===== src/rtl/ifu_fetch_buf.sv =====
// Instruction fetch unit with in-order response buffer feeding IDU0.
// Define IFU_EXIT_HALT_EN to stop fetching after an eBPF exit (opcode 0x95) is buffered.
module ifu_fetch_buf #(
    parameter int unsigned          FIFO_DEPTH = 4,
    parameter int unsigned          XLEN       = 64,
    parameter int unsigned          INSTR_LEN  = 64,
    parameter logic [XLEN-1:0]      RESET_PC   = '0
) (
    input  logic                    clk,
    input  logic                    rstn,
    output logic                    imem_req_valid,
    output logic [XLEN-1:0]         imem_req_addr,
    input  logic                    imem_req_ready,
    input  logic                    imem_rsp_valid,
    input  logic [INSTR_LEN-1:0]    imem_rsp_data,
    input  logic                    redirect_valid,
    input  logic [XLEN-1:0]         redirect_pc,
    input  logic                    pipe_stall,
    output logic [INSTR_LEN-1:0]    instr,
    output logic                    instr_valid,
    output logic [XLEN-1:0]         instr_tag
);

    localparam int unsigned AW = $clog2(FIFO_DEPTH);
    localparam int unsigned CW = AW + 1;

    typedef enum logic [1:0] {IDLE, FETCH, HALTED} state_t;

    state_t                 state;
    state_t                 state_next;
    logic [XLEN-1:0]        fetch_pc;
    logic [XLEN-1:0]        rsp_pc;
    logic [CW-1:0]          inflight;
    logic [CW-1:0]          discard;
    logic [CW-1:0]          fifo_count;
    logic [AW-1:0]          wr_ptr;
    logic [AW-1:0]          rd_ptr;
    logic [INSTR_LEN-1:0]   mem_data [FIFO_DEPTH];
    logic [XLEN-1:0]        mem_tag  [FIFO_DEPTH];
    logic                   credit_ok;
    logic                   req_fire;
    logic                   push;
    logic                   pop;
    logic                   exit_push;

    // Buffered entries plus outstanding requests must never exceed the buffer size.
    assign credit_ok = ({1'b0, fifo_count} + {1'b0, inflight}) < (CW + 1)'(FIFO_DEPTH);
    assign req_fire  = imem_req_valid & imem_req_ready;
    assign push      = imem_rsp_valid & ~redirect_valid & (discard == '0);
    assign pop       = instr_valid & ~pipe_stall;

`ifdef IFU_EXIT_HALT_EN
    assign exit_push = push & (state == FETCH) & (imem_rsp_data[7:0] == 8'h95);
`else
    assign exit_push = 1'b0;
`endif

    always_ff @(posedge clk or negedge rstn) begin
        if (!rstn) begin
            state <= IDLE;
        end else begin
            state <= state_next;
        end
    end

    always_comb begin
        state_next = state;
        unique case (state)
            IDLE:    state_next = FETCH;
            FETCH:   if (exit_push) state_next = HALTED;
            HALTED:  if (redirect_valid) state_next = FETCH;
            default: state_next = IDLE;
        endcase
    end

    always_comb begin
        imem_req_valid = (state == FETCH) & ~redirect_valid & credit_ok;
    end

    assign imem_req_addr = fetch_pc;
    assign instr_valid   = (fifo_count != '0);
    assign instr         = mem_data[rd_ptr];
    assign instr_tag     = mem_tag[rd_ptr];

    always_ff @(posedge clk or negedge rstn) begin
        if (!rstn) begin
            fetch_pc <= RESET_PC;
            rsp_pc   <= RESET_PC;
            inflight <= '0;
            discard  <= '0;
        end else begin
            if (redirect_valid) begin
                fetch_pc <= redirect_pc;
                rsp_pc   <= redirect_pc;
            end else begin
                if (req_fire) fetch_pc <= fetch_pc + XLEN'(8);
                if (push)     rsp_pc   <= rsp_pc + XLEN'(8);
            end
            inflight <= inflight + CW'(req_fire) - CW'(imem_rsp_valid);
            // Everything still outstanding after a redirect or exit belongs to the abandoned path.
            if (redirect_valid)
                discard <= inflight - CW'(imem_rsp_valid);
            else if (exit_push)
                discard <= inflight + CW'(req_fire) - CW'(1);
            else if (imem_rsp_valid && (discard != '0))
                discard <= discard - CW'(1);
        end
    end

    always_ff @(posedge clk or negedge rstn) begin
        if (!rstn) begin
            wr_ptr     <= '0;
            rd_ptr     <= '0;
            fifo_count <= '0;
            for (int unsigned i = 0; i < FIFO_DEPTH; i++) begin
                mem_data[i] <= '0;
                mem_tag[i]  <= '0;
            end
        end else if (redirect_valid) begin
            wr_ptr     <= '0;
            rd_ptr     <= '0;
            fifo_count <= '0;
        end else begin
            if (push) begin
                mem_data[wr_ptr] <= imem_rsp_data;
                mem_tag[wr_ptr]  <= rsp_pc;
                wr_ptr           <= wr_ptr + AW'(1);
            end
            if (pop) rd_ptr <= rd_ptr + AW'(1);
            fifo_count <= fifo_count + CW'(push) - CW'(pop);
        end
    end

endmodule


===== config.mk =====
export PLATFORM = sky130hd
export DESIGN_NAME = ifu_fetch_buf
export DESIGN_NICKNAME = d
export VERILOG_FILES = /design/src/rtl/ifu_fetch_buf.sv
export SDC_FILE = /design/constraint.sdc
export NUM_CORES = 1
export LEC_CHECK = 0
export CORE_UTILIZATION = 61
export CTS_CLUSTER_DIAMETER = 50
export DETAILED_ROUTE_END_ITERATION = 16
export PLACE_DENSITY = 0.89
export SYNTH_ARGS = -nofsm -noshare
export SYNTH_HDL_FRONTEND = slang
export SYNTH_SLANG_ARGS = --single-unit

===== constraint.sdc =====
create_clock -name clk -period 8.9 [get_ports clk]
set_input_delay 1.335 -clock clk [delete_from_list [all_inputs] [get_ports clk]]
set_output_delay 1.335 -clock clk [all_outputs]
set_load 0.005 [all_outputs]

==> flow_metrics.py, run 1 <==
metrics = {
    "pwr": {
        "fin_total_pwr_w": 0.0103,
        "ir_drop_v": 0.000233,
        "power_density_mw_per_mm2": 287,
        "leakage_nw": 16.1,
    },
    "finish": {
        "fin_nets": 2615,
        "nFillCells": 2863,
        "syn_to_final_growth_pct": 20.8,
        "multiInputGateArea_sq_mm": 0.0128,
        "seqCellArea_sq_mm": 0.0164,
        "final_area_sq_mm": 0.0361,
        "drive_gt1_frac": 0.306,
    },
    "placed_design": {
        "dpl.hpwl_microns": 47400,
        "gp_congestion": 0.914,
        "placed_area_sq_mm": 0.0336,
        "portBuffers": 327,
    },
    "worst_setup_path": {
        "critPathMaxFanout": 86,
        "cpMaxStageDelayCell": "dfrtp_4",
        "cpLargestDelayFamily": "buffers and inverters",
        "worst_setup_path_end_kind": "output port",
        "path_cells": "buf_12 > mux4_2 > clkdlybuf4s50_1",
        "worstRegToRegCells": 7,
        "reg2reg_slack_ns": 5.20,
        "crit_required_ns": 7.57,
        "path_depth": 3,
        "worstSetupPathType": "flip-flop to output port",
        "path_buf_inv": 2,
        "start_kind": "flip-flop",
        "critical_path.max_stage_delay_ns": 1.04,
        "worst_ep_arrival_time_ns": 3.53,
    },
    "run_status": {
        "status": "finished clean",
    },
    "sta": {
        "slew_headroom": 0.240,
        "finalCritPeriodShare": 0.546,
        "worst_pin_slew_ns": 1.14,
        "hold_viol": 0,
        "setup_viol": 0,
        "rsz0062_at_grt": "no",
        "drv_slew": 0,
        "period_needed_ns": 4.86,
        "fmax_mhz": 206,
        "setup_tns_ns": 0,
        "skew_ns": 0.0270,
    },
    "clock_network": {
        "clk_pin_slew_ns": 0.06,
        "cts_setup_buffers": 0,
        "numCtsBuffers": 70,
        "cts_max_level": 3,
        "cts.sinks": 654,
        "cts.repair.resized": 0,
        "postCtsHoldBufs": 0,
        "clock_path_buffers": 3,
        "root_buffer": "clkbuf_16",
        "clock_latency_ns": 0.61,
        "cts_tree": "done",
    },
    "routing": {
        "wl_per_cell_microns": 24.3,
        "vias_per_cell": 6.46,
        "via_count": 20300,
        "antenna_left": 0,
        "drt_iter0_markers": 1700,
        "drt-total-wl_microns": 76200,
        "firstDrtPassIters": 6,
        "drc": 0,
    },
    "global_routing": {
        "grt_pass1_wl_microns": 121000,
        "grt-ovfl-total": 0,
        "grt_start_max_net_pins": 188,
        "grt_use_total": 0.314,
        "grt_pass1_vias": 21700,
        "grt_antenna_before_repair": 2,
    },
    "yosys": {
        "syn_nets": 2345,
        "ys.flop_type": "dfrtp_1",
        "ys_types": 54,
        "synth_seq_cells": 654,
        "async_flop_share": 1.00,
        "syn_inst": 2193,
        "yosysSeqAreaShare": 0.548,
        "netlist_area_sq_mm": 0.0299,
        "yosysWarnings": 0,
        "synth.avg_cell_area_sq_um": 13.6,
        "synth_edf_count": 0,
    },
    "floorplanning": {
        "die_h_microns": 223,
        "start_util": 0.621,
        "ios": 328,
        "dieArea_sq_mm": 0.0498,
        "rows": 80,
        "fp.dieW_microns": 223,
        "design.core.area_sq_mm": 0.0480,
    },
    "flow_run": {
        "cap_viol_max_count": 0,
    },
    "min_path": {
        "hold_path_depth": 2,
        "hp-class": "flip-flop to flip-flop",
    },
}
==> through the flow <==
stage | util | hold WS (ns) | std cells | worst slack [ns]
finish | 0.751 | 0.473 | 3135 | 4.04
global route | 0.751 | 0.508 | 3135 | 3.78
CTS | 0.751 | 0.482 | 3134 | 3.91
detailed placement | 0.698 | 0.469 | 3006 | 4.04
global placement | 0.698 | 0.457 | 3006 | 4.11
floorplan | - | 0.445 | 2193 | 5.18
==> power breakdown <==
group	total (W)	internal, W	switching [W]
clock	0.00314	0.00193	0.00122
combinational	0.00303	0.00190	0.00113
sequential	0.00416	0.00364	0.000513
total	0.0103	0.00748	0.00286
==> final cells by class <==
type / instances / area share
Tap cell: 615 / 0.0213
Sequential cell: 654 / 0.454
Timing Repair Buffer: 347 / 0.0960
Antenna cell: 1 / 0.0000694
Clock inverter: 29 / 0.0122
Inverter: 35 / 0.00364
Multi-Input combinational cell: 1355 / 0.355
Clock buffer: 99 / 0.0575
==> cell usage in the layout, fill, tap and decap left out, types with 19 or more instances in the layout <==
| master | count |
|---|---|
| o211ai_1 | 31 |
| mux2_2 | 489 |
| o311ai_0 | 22 |
| and4_1 | 19 |
| nand4_1 | 35 |
| clkdlybuf4s50_1 | 325 |
| o21ai_0 | 111 |
| clkbuf_16 | 74 |
| nand2_1 | 159 |
| xnor2_1 | 33 |
| nand3_1 | 71 |
| nor2_1 | 55 |
| dfrtp_1 | 652 |
| inv_1 | 34 |
| xor2_1 | 38 |
| mux4_2 | 128 |
==> layer usage <==
layer | track usage | up-vias | routed length, microns
met5 | 0 | - | 13
met4 | 0.115 | 2 | 2450
met3 | 0.0637 | 185 | 5600
met2 | 0.528 | 903 | 38200
met1 | 0.406 | 10500 | 29900
li1 | - | 8640 | -
==> registers in the layout, summed over array words and instances (netlist names) <==
| register | cells |
|---|---|
| discard | 3 |
| fifo_count | 3 |
| imem_req_addr | 64 |
| inflight | 3 |
| mem_data | 256 |
| mem_tag | 256 |
| rd_ptr | 2 |
| rsp_pc | 64 |
| state | 1 |
| wr_ptr | 2 |
==> worst register-to-register path: cells and delay by family (launching register included) <==
family        cells  cell delay (ns)
mux               1             0.49
flops             1             0.39
fa+ha+maj         1             0.24
simple gates      3             1.56
buf+inv           2             0.89
==> kinds of logic after synthesis <==
group / after synthesis / synth area share
buf+inv: 184 / 0.0237
mux: 619 / 0.282
xor+xnor: 71 / 0.0208
fa+ha+maj: 18 / 0.00805
compound gates: 212 / 0.0440
other cells: 1 / 0.000126
flops: 654 / 0.548
simple gates: 434 / 0.0735
==> worst paths after layout <==
check,start,to
max,rd_ptr[0],instr_tag[37]
min,mem_tag[193],mem_tag[193]
max reg2reg,discard[0],mem_data[41]
min reg2reg,mem_tag[193],mem_tag[193]
max in group asynchronous,rstn,mem_tag[193]
min in group asynchronous,rstn,mem_data[87]
==> synthesized netlist by cell type (all sizes together) (2+ instances only) <==
cell type | number | area [sq um]
mux2 | 489 | 5510
or4 | 12 | 93.8
nand2b | 2 | 12.5
a21oi | 14 | 70.1
o211ai | 31 | 233
and3 | 18 | 113
nand3 | 72 | 365
o31a | 5 | 43.8
or3 | 4 | 25.0
nor3 | 16 | 80.1
inv | 34 | 128
a41oi | 5 | 43.8
buf | 37 | 155
o311ai | 22 | 193
a21boi | 2 | 15.0
xnor2 | 33 | 289
o31ai | 2 | 15.0
nor2 | 56 | 210
mux4 | 128 | 2880
nor4 | 16 | 136
ha | 16 | 200
nor2b | 4 | 25.0
a31oi | 13 | 81.3
nand4 | 35 | 219
fa | 2 | 40.0
a221o | 2 | 20.0
nand2 | 163 | 612
or2 | 2 | 12.5
clkbuf | 112 | 422
o21ai | 111 | 556
nor4b | 2 | 17.5
o41ai | 2 | 17.5
xor2 | 38 | 333
and2 | 5 | 31.3
mux2i | 2 | 20.0
nand3b | 6 | 57.6
and4 | 19 | 166
dfrtp | 654 | 16400
(Power assumes the default switching activity.)
==> inputs of run 2 (changes only) <==
--- a/config.mk
+++ b/config.mk
@@ -5,10 +5,10 @@
 export SDC_FILE = /design/constraint.sdc
 export NUM_CORES = 1
 export LEC_CHECK = 0
-export CORE_UTILIZATION = 61
+export CORE_UTILIZATION = 57
 export CTS_CLUSTER_DIAMETER = 50
 export DETAILED_ROUTE_END_ITERATION = 16
-export PLACE_DENSITY = 0.89
+export PLACE_DENSITY = 0.85
 export SYNTH_ARGS = -nofsm -noshare
 export SYNTH_HDL_FRONTEND = slang
 export SYNTH_SLANG_ARGS = --single-unit
==> constraint.sdc (replaced) <==
create_clock -name clk -period 4.6 [get_ports clk]
set_input_delay 0.69 -clock clk [delete_from_list [all_inputs] [get_ports clk]]
set_output_delay 0.69 -clock clk [all_outputs]
set_load 0.005 [all_outputs]
==> run 2 against run 1 <==
Compared with the run above:
- non-clock buffer count is 20 higher
- clock power up 82%
- global-route usage shrank 1.7 points
- total power grew 90%
- flip-flop and latch count stayed put
- cell area up 0.56%
- critical endpoint is now instr[36]
==> flow_metrics.py, run 2 (synthesis gave the netlist of run 1 again) <==
metrics = {
    "placed_design": {
        "portBuffers": 327,
        "placed_area_sq_mm": 0.0339,
        "dpl.hpwl_microns": 49600,
        "gp_congestion": 0.903,
        "dp_cells": 3091,
    },
    "finish": {
        "stdcell_count": 3217,
        "final_common_cell": "dfrtp_1",
        "final_area_sq_mm": 0.0363,
        "syn_to_final_growth_pct": 21.5,
        "layout_common_cells": "dfrtp_1 (652), mux2_2 (489), clkdlybuf4s50_1 (325)",
        "reg_top3": "mem_data (256), mem_tag (256)",
        "fin_nets": 2635,
        "nFillCells": 3348,
        "drive_gt1_frac": 0.311,
        "final_util": 0.704,
    },
    "routing": {
        "drt-total-wl_microns": 77000,
        "via_count": 20200,
        "antenna_left": 0,
        "firstDrtPassIters": 6,
        "wl_per_cell_microns": 23.9,
        "vias_per_cell": 6.27,
        "drc": 0,
        "drt_iter0_markers": 1504,
    },
    "floorplanning": {
        "start_util": 0.580,
        "die_h_microns": 231,
        "ios": 328,
        "design.core.area_sq_mm": 0.0515,
        "rows": 83,
        "dieArea_sq_mm": 0.0533,
        "fp.dieW_microns": 231,
    },
    "sta": {
        "finalCritPeriodShare": 0.818,
        "rsz0062_at_grt": "no",
        "fmax_mhz": 266,
        "whs_ns": 0.166,
        "period_needed_ns": 3.76,
        "setup_viol": 0,
        "hold_viol": 0,
        "slew_headroom": 0.110,
        "skew_ns": 0.0210,
        "worst_pin_slew_ns": 1.32,
        "setup_tns_ns": 0,
        "drv_slew": 0,
    },
    "clock_network": {
        "numCtsBuffers": 70,
        "cts.sinks": 654,
        "clock_latency_ns": 0.61,
        "cts_tree": "done",
        "cts.repair.resized": 0,
        "cts_setup_buffers": 0,
        "clk_pin_slew_ns": 0.06,
        "clock_path_buffers": 3,
        "root_buffer": "clkbuf_16",
        "postCtsHoldBufs": 0,
        "cts_max_level": 3,
    },
    "worst_setup_path": {
        "path_buf_inv": 2,
        "r2r-end": "inflight[2]",
        "path_cells": "buf_12 > mux4_2 > clkdlybuf4s50_1",
        "cpLargestDelayFamily": "buffers and inverters",
        "worst_r2r_startpoint": "inflight[2]",
        "reg2reg_slack_ns": 1.44,
        "critPathMaxFanout": 52,
        "worstSetupPathType": "flip-flop to output port",
        "crit_required_ns": 3.91,
        "worst_ep_arrival_time_ns": 3.07,
        "worst_setup_path_end_kind": "output port",
        "cpMaxStageDelayCell": "dfrtp_4",
        "critical_path.max_stage_delay_ns": 0.87,
        "start_kind": "flip-flop",
        "worstRegToRegCells": 11,
    },
    "run_status": {
        "status": "finished clean",
    },
    "pwr": {
        "p_sw_frac": 0.279,
        "p_int_w": 0.0142,
        "leakage_nw": 16.2,
        "p_switching_w": 0.00549,
        "ir_drop_v": 0.000309,
        "power_density_mw_per_mm2": 543,
        "power_frac_seq": 0.407,
        "p_clk_frac": 0.291,
        "combPwrFrac": 0.302,
    },
    "flow_run": {
        "cap_viol_max_count": 0,
    },
    "min_path": {
        "hp-class": "input pin to asynchronous set/reset pin",
    },
    "global_routing": {
        "grt-ovfl-total": 0,
        "grt_antenna_before_repair": 4,
        "grt_pass1_wl_microns": 123000,
        "grt_pass1_vias": 21600,
        "grt_use_total": 0.297,
        "grt_start_max_net_pins": 117,
    },
}
[run 2: changes by cell type in the layout (fill, tap and decap cells not counted), sizes merged]
| cell | delta |
|---|---|
| buf | +20 |
| bufinv | -5 |
| clkbuf | -1 |
| clkinv | -1 |
| clkinvlp | -2 |
| inv | +6 |
[run 2: worst max path at each step]
stage,start,end,slack [ns],cells past startpoint
finish,rd_ptr[0],instr[36],0.84,3
global route,rd_ptr[0],instr[30],0.68,3
CTS,rd_ptr[0],instr_tag[63],0.77,3
detailed placement,imem_rsp_valid,rsp_pc[61],1.01,7
global placement,imem_rsp_valid,rsp_pc[61],1.05,7
floorplan,inflight[2],inflight[2],1.40,14
[run 2: per-layer routing]
layer	part of all wire	wire length, microns	GRT usage
met1	0.40	30600	0.390
met2	0.50	38700	0.491
met3	0.071	5490	0.0650
met4	0.027	2060	0.101
met5	0.00053	41	0
[run 2: power by group through the flow]
stage | Clock [W] | Combinational (W) | Sequential, W
2_1_floorplan | 0 | 0.00327 | 0.00764
3_3_place_gp | 0 | 0.00575 | 0.00792
3_5_place_dp | 0 | 0.00594 | 0.00807
4_1_cts | 0.00582 | 0.00600 | 0.00801
5_1_grt | 0.00605 | 0.00634 | 0.00819
6_report | 0.00573 | 0.00594 | 0.00801
[run 2: through the flow]
stage	worst slack [ns]	total power [W]
after floorplan	1.40	0.0109
after global placement	1.05	0.0137
after detailed placement	1.01	0.0140
after CTS	0.765	0.0198
after global routing	0.680	0.0206
final	0.835	0.0197
[run 2: cell type report]
cell class                 instances  area [sq um]  share of cell area
clock buffer                      98          2050              0.0565
clock inverter                    27           299             0.00824
multi-input combinational       1355         12800               0.353
sequential                       654         16400               0.451
inverter                          35           131             0.00362
timing repair buffer             367          3750               0.103
antenna                            1          2.50           0.0000690
tap                              680           851              0.0235
==> inputs of run 3 (changes only) <==
==> constraint.sdc (replaced) <==
create_clock -name clk -period 3.9 [get_ports clk]
set_input_delay 0.585 -clock clk [delete_from_list [all_inputs] [get_ports clk]]
set_output_delay 0.585 -clock clk [all_outputs]
set_load 0.005 [all_outputs]
==> run 3 against run 2 <==
Compared with the run above:
- the run now ends with hold timing left
- sequential share of layout area decreased by 0.32 points
- via count did not move
- worst setup slack worse by 0.46 ns
- sequential power rose by 18%
- flip-flop and latch count is the same
- die area unchanged
- first-iteration DRC count up 0.13%
- critical path type unchanged
- largest power group unchanged
==> flow_metrics.py, run 3 (synthesis gave the netlist of run 1 again) <==
metrics = {
    "clock_network": {
        "cts.repair.resized": 0,
        "cts_max_level": 3,
        "postCtsHoldBufs": 0,
        "cts.sinks": 654,
        "numCtsBuffers": 73,
        "cts_setup_buffers": 0,
        "cts_tree": "done",
        "root_buffer": "clkbuf_16",
        "clock_path_buffers": 3,
        "clock_latency_ns": 0.60,
        "clk_pin_slew_ns": 0.06,
    },
    "finish": {
        "layout_common_cells": "dfrtp_1 (652), mux2_2 (489), clkdlybuf4s50_1 (325)",
        "fin_nets": 2641,
        "drive_gt1_frac": 0.314,
        "nFillCells": 3281,
        "syn_to_final_growth_pct": 22.4,
        "final_common_cell": "dfrtp_1",
        "reg_top3": "mem_data (256), mem_tag (256)",
        "final_area_sq_mm": 0.0365,
    },
    "pwr": {
        "p_int_w": 0.0171,
        "ir_drop_v": 0.000313,
        "leakage_nw": 16.3,
        "combPwrFrac": 0.299,
        "p_clk_frac": 0.301,
        "p_sw_frac": 0.275,
        "p_switching_w": 0.00649,
        "power_frac_seq": 0.401,
        "power_density_mw_per_mm2": 646,
        "fin_total_pwr_w": 0.0236,
    },
    "routing": {
        "vias_per_cell": 6.25,
        "firstDrtPassIters": 6,
        "drt-total-wl_microns": 76400,
        "drc": 0,
        "antenna_left": 0,
        "drt_iter0_markers": 1506,
        "via_count": 20200,
        "wl_per_cell_microns": 23.7,
    },
    "floorplanning": {
        "design.core.area_sq_mm": 0.0515,
        "ios": 328,
        "rows": 83,
        "fp.dieW_microns": 231,
        "die_h_microns": 231,
        "dieArea_sq_mm": 0.0533,
        "start_util": 0.580,
    },
    "sta": {
        "fmax_mhz": 284,
        "whs_ns": -0.000637,
        "setup_viol": 0,
        "worst_pin_slew_ns": 1.37,
        "slew_headroom": 0.0758,
        "fin_ws_ns": 0.377,
        "finalCritPeriodShare": 0.903,
        "hold_viol": 3,
        "drv_slew": 0,
        "rsz0062_at_grt": "no",
        "period_needed_ns": 3.52,
        "skew_ns": 0.0244,
        "setup_tns_ns": 0,
    },
    "placed_design": {
        "gp_congestion": 0.923,
        "placed_area_sq_mm": 0.0340,
        "pre_cts_ws_ns": 0.658,
        "portBuffers": 327,
        "dpl.hpwl_microns": 50100,
    },
    "run_status": {
        "status": "finished with violations",
        "violations": "hold timing",
    },
    "worst_setup_path": {
        "reg2reg_slack_ns": 0.97,
        "critPathMaxFanout": 27,
        "start_kind": "flip-flop",
        "worst_setup_path_end_kind": "output port",
        "critical_path.max_stage_delay_ns": 0.86,
        "worst_r2r_startpoint": "inflight[2]",
        "path_cells": "buf_4 > mux4_2 > clkdlybuf4s50_1",
        "worstRegToRegCells": 8,
        "r2r-end": "imem_req_addr[45]",
        "crit_required_ns": 3.31,
        "cpMaxStageDelayCell": "dfrtp_4",
        "worstSetupPathType": "flip-flop to output port",
        "worst_ep_arrival_time_ns": 2.94,
    },
    "global_routing": {
        "grt_start_max_net_pins": 113,
        "grt-ovfl-total": 0,
        "grt_antenna_before_repair": 3,
        "grt_use_total": 0.295,
        "grt_pass1_vias": 21800,
        "grt_pass1_wl_microns": 122000,
    },
    "min_path": {
        "hp-class": "input pin to asynchronous set/reset pin",
    },
    "flow_run": {
        "cap_viol_max_count": 0,
    },
}
-- run 3: how the worst max path moves through the flow --
stage                         startpoint       endpoint  slack [ns]  depth (start not counted)
final                          rd_ptr[0]  instr_tag[35]        0.38                          3
after floorplan              inflight[2]    inflight[2]        0.70                         14
after global routing           rd_ptr[0]  instr_tag[35]        0.25                          3
after CTS                      rd_ptr[0]  instr_tag[45]        0.32                          3
after detailed placement  imem_rsp_valid     rsp_pc[63]        0.66                          8
after global placement    imem_rsp_valid     rsp_pc[63]        0.70                          8
-- run 3: cell type report --
class	count	area [sq um]	share of cell area
flip-flops and latches	654	16400	0.448
multi-input cells	1355	12800	0.351
repair buffers	370	3850	0.105
clock buffers	104	2200	0.0602
well taps	680	851	0.0233
clock inverters	25	317	0.00866
inverters	35	131	0.00360
diodes	1	2.50	0.0000685
-- run 3: layer usage --
metal / GRT usage / up-vias / wire length, microns
met2: 0.491 / 870 / 38100
met3: 0.0703 / 170 / 6090
met5: 0 / - / 13
met4: 0.107 / 2 / 2200
li1: - / 8663 / -
met1: 0.378 / 10500 / 30000
-- run 3: metrics by stage --
stage                      util  std cells
after global placement    0.660       3094
final                     0.709       3224
after floorplan               -       2193
after CTS                 0.709       3223
after detailed placement  0.660       3094
after global routing      0.709       3223
-- run 3: critical path: cells and delay by family (launching register included) --
family | cells | cell delay (ns)
buf+inv | 2 | 0.92
flops | 1 | 0.86
mux | 1 | 0.55
-- run 3: power by group through the flow --
stage / clock (W) / sequential (W) / combinational [W]
finish: 0.00710 / 0.00945 / 0.00705
global route: 0.00748 / 0.00965 / 0.00753
CTS: 0.00721 / 0.00944 / 0.00715
detailed placement: 0 / 0.00952 / 0.00708
global placement: 0 / 0.00935 / 0.00687
floorplan: 0 / 0.00901 / 0.00386
==> variant, RTL diff (flow settings as in run 2) <==
Add a define of `IFU_EXIT_HALT_EN`.
--- a/src/rtl/ifu_fetch_buf.sv
+++ b/src/rtl/ifu_fetch_buf.sv
@@ -1,5 +1,7 @@
 // Instruction fetch unit with in-order response buffer feeding IDU0.
 // Define IFU_EXIT_HALT_EN to stop fetching after an eBPF exit (opcode 0x95) is buffered.
+`define IFU_EXIT_HALT_EN
+
 module ifu_fetch_buf #(
     parameter int unsigned          FIFO_DEPTH = 4,
     parameter int unsigned          XLEN       = 64,
Function: changed (a bounded check fails within 4 cycles, from zero or initial values and one cycle with rstn low).
==> variant against run 2 <==
Worst setup slack gained 0.17 ns; non-clock buffer count shrank 8; total power grew 1.6%; synthesized area grew 4.2%; wire length grew 7.2%; clock skew grew 0.0072 ns; register-to-register slack lost 0.11 ns; sequential cell count grew 1; utilization shrank 0.70 points; clock power grew 4.7%; design area grew 3.4%; first-iteration DRC count grew 18%; maximum frequency grew 4.7%; critical path type unchanged.
==> variant: results (changes against run 2) <==
global_route:
  globalRouteMet1Util_pct: 41.6  # +2.5 points
  grt_pass1_wl_mm: 131  # +7.1%
  grt_use_total_pct: 30.3  # +0.58 points
  antenna_found_initial: 1  # -3
  gr-usage-met3_pct: 5.18  # -1.3 points
  grt_pass1_vias: 23100  # +7.2%
  maximum_number_of_pins_on_one_net_before_global_route_repair: 117  # unchanged
  grtUsageMet2_pct: 49.2  # +0.19 points
cells_and_area:
  final_cell_count_no_fill: 3393  # +5.5%
  insertedDiodeCount: 0  # -1
  design.final.nets: 2794  # +6.0%
  drive_gt1_share_pct: 30.0  # -1.1 points
  reg_top3: "mem_data x256, mem_tag x256"
  fillerInstances: 3572  # +6.7%
logic_synthesis:
  synth_warnings: 0  # unchanged
  yosys.cell_types.count: 69  # +28%
  synth-seq-area-share_pct: 52.7  # -2.1 points
  synth.top_cells.by_count: "dfrtp_1 (655), mux2_2 (487), nand2_1 (197)"
  synthesized_area_divided_by_synthesized_cell_count_um2: 13.1  # -3.9%
  ys_async_sr_fraction_pct: 100  # unchanged
  yosys_most_used_dff: "dfrtp_1"
  netlist_top_cells_area: "dfrtp_1 (53%), mux2_2 (18%), mux4_2 (9.3%)"
  mappedNetlistNets: 2529  # +7.8%
critical_path:
  crit_path_max_fanout: 54  # +3.8%
  kind_of_cell_adding_the_most_delay_to_the_critical_path: "buffers and inverters"
  worst-r2r-cell-count: 8  # -3
  critical-path-slowest-cell: "dfrtp_4"
  crit-reg2reg-capture: "imem_req_addr[38]$_DFFE_PN0N_"
  crit-reg2reg-launch: "inflight[2]$_DFF_PN0_"
  critPathLaunch: "rd_ptr[1]$_DFFE_PN0P_"
  rrSetupSlack_ns: 1.33  # -0.11 ns
  max_stage_delay_ns: 0.85  # -0.02 ns
cts:
  cts_post_setup_buffers_inserted: 0  # unchanged
  htreeDepth: 3  # unchanged
  clk_pin_slew_ns: 0.06  # about the same
  clk_path_buf_depth: 3  # unchanged
  cts.root.buffer_cell: "clkbuf_16"
  numCtsBuffers: 75  # +7.1%
  clkLatencyLatePin_ns: 0.61  # about the same
  post_cts_resized: 0  # unchanged
place:
  place.detailed.hpwl_mm: 54.0  # +8.7%
  dp.cells: 3261  # +5.5%
  place_congestion: 0.954  # +5.7%
  port_buffers: 327  # unchanged
routing:
  wl_mm: 82.5  # +7.2%
  drt_iter0_markers: 1777  # +18%
  post_drt_via_cell_ratio: 6.44  # +2.7%
  drt_pass1_iterations: 7  # +1
timing:
  finalHoldViolations: 0  # unchanged
  worstMarginPinSlew_ns: 1.10  # -0.225 ns
  whs_ns: 0.199  # +0.0327 ns
  worst_clock_skew_ns: 0.0282  # +0.00724 ns
  setup_viol: 0  # unchanged
run_status:
  status: "finished, final reports clean"
power:
  worst_ir_drop_vdd_uv: 289  # -6.3%
  power.leakage_nw: 16.7  # +2.8%
min_path:
  min_path_type: "primary input to async pin"
## variant: how the worst max path moves through the flow
stage | to | slack (ns) | depth (start not counted)
after detailed placement | discard[2]$_DFFE_PN0P_ | 1.00 | 12
final | instr_tag[41] | 1.00 | 3
after global routing | instr_tag[57] | 0.91 | 3
after floorplan | discard[2]$_DFFE_PN0P_ | 1.31 | 14
after global placement | fifo_count[2]$_DFF_PN0_ | 1.04 | 13
after CTS | instr_tag[57] | 0.97 | 3
## variant: per-stage QoR
| stage | setup slack (ns) | cell area [µm²] |
|---|---|---|
| floorplan | 1.31 | 31100 |
| global placement | 1.04 | 35000 |
| detailed placement | 1.00 | 35000 |
| CTS | 0.969 | 37500 |
| global route | 0.908 | 37500 |
| finish | 1.00 | 37500 |
## variant: final cells by class
cell class              count  area, µm²  share of cell area (%)
clock buffers             100       2120                    5.66
clock inverters            32        375                    1.00
inverters                  45        169                   0.450
multi-input cells        1506      13900                    36.9
flip-flops and latches    655      16400                    43.7
well taps                 696        871                    2.32
repair buffers            359       3730                    9.94
## variant: kinds of logic (layout without fill, tap and decap cells)
logic type	count (synthesis)	in the layout	synth area share (%)
flip-flops	655	655	52.7
multiplexers	636	636	27.6
AND/OR/NAND/NOR	595	595	10.4
buffers and inverters	216	536	2.84
AO/OA/AOI/OAI	214	214	4.48
XOR/XNOR	43	43	1.21
adder cells (fa/ha/maj)	18	18	0.748
## variant: routing by layer
metal  vias up  wire length, µm
li1       9382                -
met1     11300            33400
met2      1009            39900
met3       179             6580
met4         0             2550
met5         -                0
## variant: power breakdown
part | internal (mW) | leakage [nW] | switching [mW]
clock | 3.52 | 1.21 | 2.48
combinational | 3.72 | 6.85 | 2.36
sequential | 6.96 | 8.61 | 0.976
